## config.mk

```make
export PLATFORM = sky130hd
export DESIGN_NAME = uart_tx_arbiter_flat
export DESIGN_NICKNAME = d
export VERILOG_FILES = /design/src/rtl/uart_tx_arbiter_if.sv /design/src/rtl/uart_tx_arbiter.sv /design/src/flat_wrapper.sv
export SDC_FILE = /design/constraint.sdc
export NUM_CORES = 1
export LEC_CHECK = 0
export BUFFER_PORTS_ARGS = -buffer_cell sky130_fd_sc_hd__buf_2
export CAP_MARGIN = 15
export CORE_MARGIN = 4
export CORE_UTILIZATION = 44
export CTS_CLUSTER_DIAMETER = 30
export CTS_CLUSTER_SIZE = 30
export DETAILED_ROUTE_END_ITERATION = 8
export GPL_TIMING_DRIVEN = 0
export PLACE_DENSITY = 0.72
export SYNTH_ARGS = -nofsm -noshare
export SYNTH_HDL_FRONTEND = slang
export SYNTH_SLANG_ARGS = --single-unit
```

## constraint.sdc

```tcl
create_clock -name i_clk -period 3.7 [get_ports i_clk]
set_clock_uncertainty 0.2 [all_clocks]
set_input_delay 0.555 -clock i_clk [delete_from_list [all_inputs] [get_ports i_clk]]
set_output_delay 0.555 -clock i_clk [all_outputs]
set_load 0.1 [all_outputs]
```

## src/rtl/uart_tx_arbiter_if.sv

```systemverilog
// uart_tx_arbiter_if: requester/transmitter-side signal bundle for uart_tx_arbiter.
interface uart_tx_arbiter_if #(parameter int NUM_REQ = 4);
  logic [NUM_REQ-1:0]   i_req;
  logic [NUM_REQ*8-1:0] i_req_byte;
  logic [NUM_REQ-1:0]   o_ack;
  logic                 o_tx_DV;
  logic [7:0]           o_tx_byte;
  logic                 i_tx_done;
  logic                 o_busy;
  logic [2:0]           o_grant_id;
  logic                 o_timeout;
  modport master (
    output i_req, i_req_byte, i_tx_done,
    input  o_ack, o_tx_DV, o_tx_byte, o_busy, o_grant_id, o_timeout
  );
  modport slave (
    input  i_req, i_req_byte, i_tx_done,
    output o_ack, o_tx_DV, o_tx_byte, o_busy, o_grant_id, o_timeout
  );
endinterface

```

## src/rtl/uart_tx_arbiter.sv

```systemverilog
// uart_tx_arbiter: round-robin sharing of one UART transmitter, optional channel tag
// byte before each data byte, and a watchdog that drops a byte whose done never comes.
module uart_tx_arbiter #(
  parameter int NUM_REQ      = 4,
  parameter int TAG_EN       = 1,
  parameter int CLKS_PER_BIT = 87,
  parameter int TIMEOUT_CLKS = CLKS_PER_BIT * 12
) (
  input logic i_clk,
  input logic i_rst_n,
  uart_tx_arbiter_if.slave bus
);
  localparam int CW = $clog2(TIMEOUT_CLKS + 1);
  localparam logic [2:0] IDLE      = 3'd0;
  localparam logic [2:0] SEND_TAG  = 3'd1;
  localparam logic [2:0] WAIT_TAG  = 3'd2;
  localparam logic [2:0] SEND_DATA = 3'd3;
  localparam logic [2:0] WAIT_DATA = 3'd4;
  logic [2:0]         state_q, state_d, ptr_q, ptr_d, grant_q, grant_d;
  logic [7:0]         byte_q, byte_d, tx_byte_q, tx_byte_d;
  logic [CW-1:0]      cnt_q, cnt_d;
  logic [NUM_REQ-1:0] ack_q, ack_d, rot;
  logic               dv_q, dv_d, busy_q, busy_d, to_q, to_d;
  logic [2:0]         off, win;
  // Rotate requests so bit 0 is the requester just after the pointer; lowest set bit wins.
  always_comb begin
    rot = NUM_REQ'({bus.i_req, bus.i_req} >> (ptr_q + 3'd1));
    off = '0;
    for (int j = NUM_REQ - 1; j >= 0; j--)
      if (rot[j]) off = 3'(j);
    win = 3'((int'(ptr_q) + 1 + int'(off)) % NUM_REQ);
  end
  always_comb begin
    state_d   = state_q;
    ptr_d     = ptr_q;
    grant_d   = grant_q;
    byte_d    = byte_q;
    tx_byte_d = tx_byte_q;
    cnt_d     = cnt_q;
    ack_d     = '0;
    dv_d      = 1'b0;
    to_d      = 1'b0;
    case (state_q)
      IDLE: if (|bus.i_req) begin
        byte_d  = 8'(bus.i_req_byte >> {win, 3'b000});
        grant_d = win;
        ptr_d   = win;
        ack_d   = NUM_REQ'(1) << win;
        state_d = (TAG_EN != 0) ? SEND_TAG : SEND_DATA;
      end
      SEND_TAG, SEND_DATA: begin
        tx_byte_d = (state_q == SEND_TAG) ? (8'hA0 | {5'd0, grant_q}) : byte_q;
        dv_d      = 1'b1;
        cnt_d     = '0;
        state_d   = (state_q == SEND_TAG) ? WAIT_TAG : WAIT_DATA;
      end
      WAIT_TAG, WAIT_DATA: begin
        if (bus.i_tx_done) state_d = (state_q == WAIT_TAG) ? SEND_DATA : IDLE;
        else if (cnt_q == CW'(TIMEOUT_CLKS - 1)) begin
          to_d    = 1'b1;
          state_d = IDLE;
        end else cnt_d = cnt_q + 1'b1;
      end
      default: state_d = IDLE;
    endcase
    busy_d = (state_d != IDLE);
  end
  always_ff @(posedge i_clk or negedge i_rst_n) begin
    if (!i_rst_n) begin
      state_q   <= IDLE;
      ptr_q     <= 3'(NUM_REQ - 1);
      grant_q   <= '0;
      byte_q    <= '0;
      tx_byte_q <= '0;
      cnt_q     <= '0;
      ack_q     <= '0;
      dv_q      <= 1'b0;
      busy_q    <= 1'b0;
      to_q      <= 1'b0;
    end else begin
      state_q   <= state_d;
      ptr_q     <= ptr_d;
      grant_q   <= grant_d;
      byte_q    <= byte_d;
      tx_byte_q <= tx_byte_d;
      cnt_q     <= cnt_d;
      ack_q     <= ack_d;
      dv_q      <= dv_d;
      busy_q    <= busy_d;
      to_q      <= to_d;
    end
  end
  assign bus.o_ack      = ack_q;
  assign bus.o_tx_DV    = dv_q;
  assign bus.o_tx_byte  = tx_byte_q;
  assign bus.o_busy     = busy_q;
  assign bus.o_grant_id = grant_q;
  assign bus.o_timeout  = to_q;
endmodule

```

## src/flat_wrapper.sv

```systemverilog
// flat-port wrapper written by rule: the top's interface ports become plain ports
module uart_tx_arbiter_flat 
#(
  parameter int NUM_REQ      = 4,
  parameter int TAG_EN       = 1,
  parameter int CLKS_PER_BIT = 87,
  parameter int TIMEOUT_CLKS = CLKS_PER_BIT * 12
)
  (i_clk, i_rst_n, bus_i_req, bus_i_req_byte, bus_i_tx_done, bus_o_ack, bus_o_tx_DV, bus_o_tx_byte, bus_o_busy, bus_o_grant_id, bus_o_timeout);
  uart_tx_arbiter_if #(.NUM_REQ(NUM_REQ)) bus_i ();
  input logic i_clk;
  input logic i_rst_n;
  input wire logic [$bits(bus_i.i_req)-1:0] bus_i_req;
  input wire logic [$bits(bus_i.i_req_byte)-1:0] bus_i_req_byte;
  input wire logic [$bits(bus_i.i_tx_done)-1:0] bus_i_tx_done;
  output wire logic [$bits(bus_i.o_ack)-1:0] bus_o_ack;
  output wire logic [$bits(bus_i.o_tx_DV)-1:0] bus_o_tx_DV;
  output wire logic [$bits(bus_i.o_tx_byte)-1:0] bus_o_tx_byte;
  output wire logic [$bits(bus_i.o_busy)-1:0] bus_o_busy;
  output wire logic [$bits(bus_i.o_grant_id)-1:0] bus_o_grant_id;
  output wire logic [$bits(bus_i.o_timeout)-1:0] bus_o_timeout;
  assign bus_i.i_req = bus_i_req;
  assign bus_i.i_req_byte = bus_i_req_byte;
  assign bus_i.i_tx_done = bus_i_tx_done;
  assign bus_o_ack = bus_i.o_ack;
  assign bus_o_tx_DV = bus_i.o_tx_DV;
  assign bus_o_tx_byte = bus_i.o_tx_byte;
  assign bus_o_busy = bus_i.o_busy;
  assign bus_o_grant_id = bus_i.o_grant_id;
  assign bus_o_timeout = bus_i.o_timeout;
  uart_tx_arbiter #(.NUM_REQ(NUM_REQ), .TAG_EN(TAG_EN), .CLKS_PER_BIT(CLKS_PER_BIT), .TIMEOUT_CLKS(TIMEOUT_CLKS)) u_core (.i_clk(i_clk), .i_rst_n(i_rst_n), .bus(bus_i));
endmodule
```

==> results.json <==
{
  "status": "completed",
  "drc": 0,
  "worstSetupPathType": "reg2reg",
  "most-common-layout-cells": "56 x buf_2, 39 x dfrtp_1, 32 x nand2_1, 19 x nor2_1, 10 x mux2i_1",
  "grt_max_degree": 42,
  "leakage_uw": 0.00129,
  "avgSynthCellArea_um2": 9.97,
  "start_util": 0.464,
  "syn_to_final_growth_pct": 21.0,
  "crit_fanout": 10,
  "nets": 330,
  "gp_congestion": 0.767,
  "cp.required_ps": 3680,
  "placed_area_mm2": 0.00259,
  "post_cts_resized": 0,
  "total_power_uw": 2800,
  "hold_viol": 0,
  "drv_slew": 0,
  "clock.fmax_ghz": 0.286,
  "syn_nets": 266,
  "cts_htree_levels": 2,
  "slew_headroom": 0.422,
  "async_flop_share": 1.00,
  "first_global_vias": 1834,
  "final_cell_area_mm2": 0.00270,
  "ant_nets": 0,
  "cap_violations": 0,
  "synthesis.instances": 224,
  "nFillCells": 466,
  "die_area_mm2": 0.00628,
  "final_common_cell": "buf_2",
  "cts_max_path_buffers": 2,
  "stdcell_count": 356,
  "hold_path_class": "in2async",
  "dr.pass1.iters": 4,
  "clock-sinks": 41,
  "synth-edff-count": 0,
  "start_kind": "flip-flop",
  "endpoint_kind": "flip-flop",
  "finalSetupTns_ps": 0,
  "die_width_um": 79.2,
  "ys_ff_latch": 41,
  "cts_inserted_buffers": 5,
  "drt_wl_total_um": 4550,
  "ys.flop_type": "dfrtp_1",
  "via_count": 1821,
  "wire_per_inst_um": 12.8,
  "drive_above_1_share": 0.284,
  "diodes": 0,
  "grt_overflow": 0,
  "grt_usage": 0.164,
  "rows": 25,
  "portBuffers": 55,
  "place_hpwl_um": 3520,
  "synth_cell_types": 50,
  "die_y_um": 79.2,
  "p_per_area_mw_per_mm2": 1030,
  "drtIter0Drc": 93,
  "ys_seq_area_frac": 0.461,
  "period_share": 0.946,
  "grt_pass1_wl_um": 8200,
  "vias_per_cell": 5.12,
  "core_area_mm2": 0.00482,
  "startpoint": "u_core.ptr_q[0]$_DFFE_PN1P_",
  "setup_viol": 0,
  "clk_pin_slew_worst_paths_ps": 80,
  "antenna_found_initial": 0,
  "worst_pin_slew_ps": 867,
  "cp_data_arrival_time_ps": 3470,
  "cts_tree": "built",
  "irDropWorstVdd_mv": 0.690,
  "ys.warnings.count": 0,
  "clockRootBuffer": "clkbuf_8",
  "synth_area_mm2": 0.00223,
  "placed_cells": 346,
  "clk_latency_ps": 290,
  "r2r-start": "u_core.ptr_q[0]$_DFFE_PN1P_",
  "io_pins": 57,
  "min_period_ps": 3500
}
[logic make-up after synthesis]
kind of cell / share of synthesized area
XOR/XNOR: 0.0314
other: 0.00168
AO/OA/AOI/OAI: 0.154
flip-flops: 0.461
AND/OR/NAND/NOR: 0.211
buffers and inverters: 0.0398
multiplexers: 0.0852
adder cells (fa/ha/maj): 0.0168
[path summary, 6_finish.rpt]
kind,endpoint,slack [ps],depth (start not counted)
min reg2reg,u_core.bus.o_tx_byte[4]$_DFFE_PN0P_,270,2
max reg2reg,u_core.byte_q[4]$_DFFE_PN0P_,200,12
max in group asynchronous,u_core.bus.o_tx_byte[0]$_DFFE_PN0P_,2580,1
min in group i_clk,u_core.bus.o_tx_byte[4]$_DFFE_PN0P_,270,2
max,u_core.byte_q[4]$_DFFE_PN0P_,200,12
min,u_core.cnt_q[1]$_DFFE_PN0P_,180,1
[stage by stage]
stage,util,setup WS [ps],hold slack [ps]
6_report,0.561,201,180
5_1_grt,0.561,-1.52,248
4_1_cts,0.558,174,209
3_5_place_dp,0.538,185,261
3_3_place_gp,0.538,229,254
2_1_floorplan,-,499,59.4
[metal layers]
layer,vias up,track usage,part of all wire
met5,-,0,0
met4,0,0.0464,0.012
met3,6,0.0397,0.065
met2,52,0.278,0.45
met1,835,0.209,0.47
li1,928,-,-
[registers in the layout (all words and copies together), names as in the netlist]
name,flops
u_core.bus.o_ack,4
u_core.state_q,3
u_core.bus.o_grant_id,2
u_core.bus.o_busy,1
u_core.bus.o_tx_DV,1
u_core.bus.o_tx_byte,8
u_core.bus.o_timeout,1
u_core.byte_q,8
u_core.cnt_q,11
u_core.ptr_q,2
[cells in the mapped netlist (2+ instances only)]
cell	number	share of area
a211oi_1	2	0.0067
a21o_1	6	0.020
a21oi_1	7	0.016
a221o_1	9	0.040
a31oi_1	2	0.0056
and2_1	5	0.014
and3_1	2	0.0056
clkbuf_1	7	0.012
dfrtp_1	39	0.44
dfstp_2	2	0.024
ha_1	3	0.017
inv_1	4	0.0067
mux2_1	5	0.025
mux2_2	3	0.015
mux2i_1	10	0.045
nand2_1	32	0.054
nand2b_1	5	0.014
nand3_1	7	0.016
nand4_1	3	0.0084
nor2_1	19	0.032
nor2b_1	4	0.011
nor3_1	7	0.016
nor4_1	3	0.0084
nor4b_1	2	0.0078
o21ai_0	5	0.011
xnor2_1	4	0.016
xor2_1	4	0.016
[worst max-delay path: stages (launching register included)]
cell	delay (ps)
dfstp_2	660
ha_1	250
o21ai_0	120
a21oi_1	160
nor2_1	50
a221o_1	360
ha_1	220
nand2b_1	80
a21oi_1	60
a211oi_4	340
buf_6	220
mux2_1	350
a221o_1	320
[layout make-up]
type	instances	area, um^2	area share
multi-input combinational	167	1120	0.413
sequential	41	1030	0.381
timing repair buffer	57	290	0.107
clock buffer	7	86.3	0.0320
tap	67	83.8	0.0310
buffer	11	70.1	0.0259
inverter	5	18.8	0.00695
clock inverter	1	7.51	0.00278
[what timing repair did]
item | in CTS | in global routing
endpoints found under the setup margin | 0 | 3
buffers inserted | 0 | 2
hold buffers | 0 | 0
[where the power goes]
group	total, uW	switching (uW)	leakage [uW]	internal [uW]
Clock	298	147	0.0000445	151
Sequential	727	111	0.000525	616
Combinational	1770	1150	0.000721	615
No activity file was read; power rests on OpenSTA's default activity.
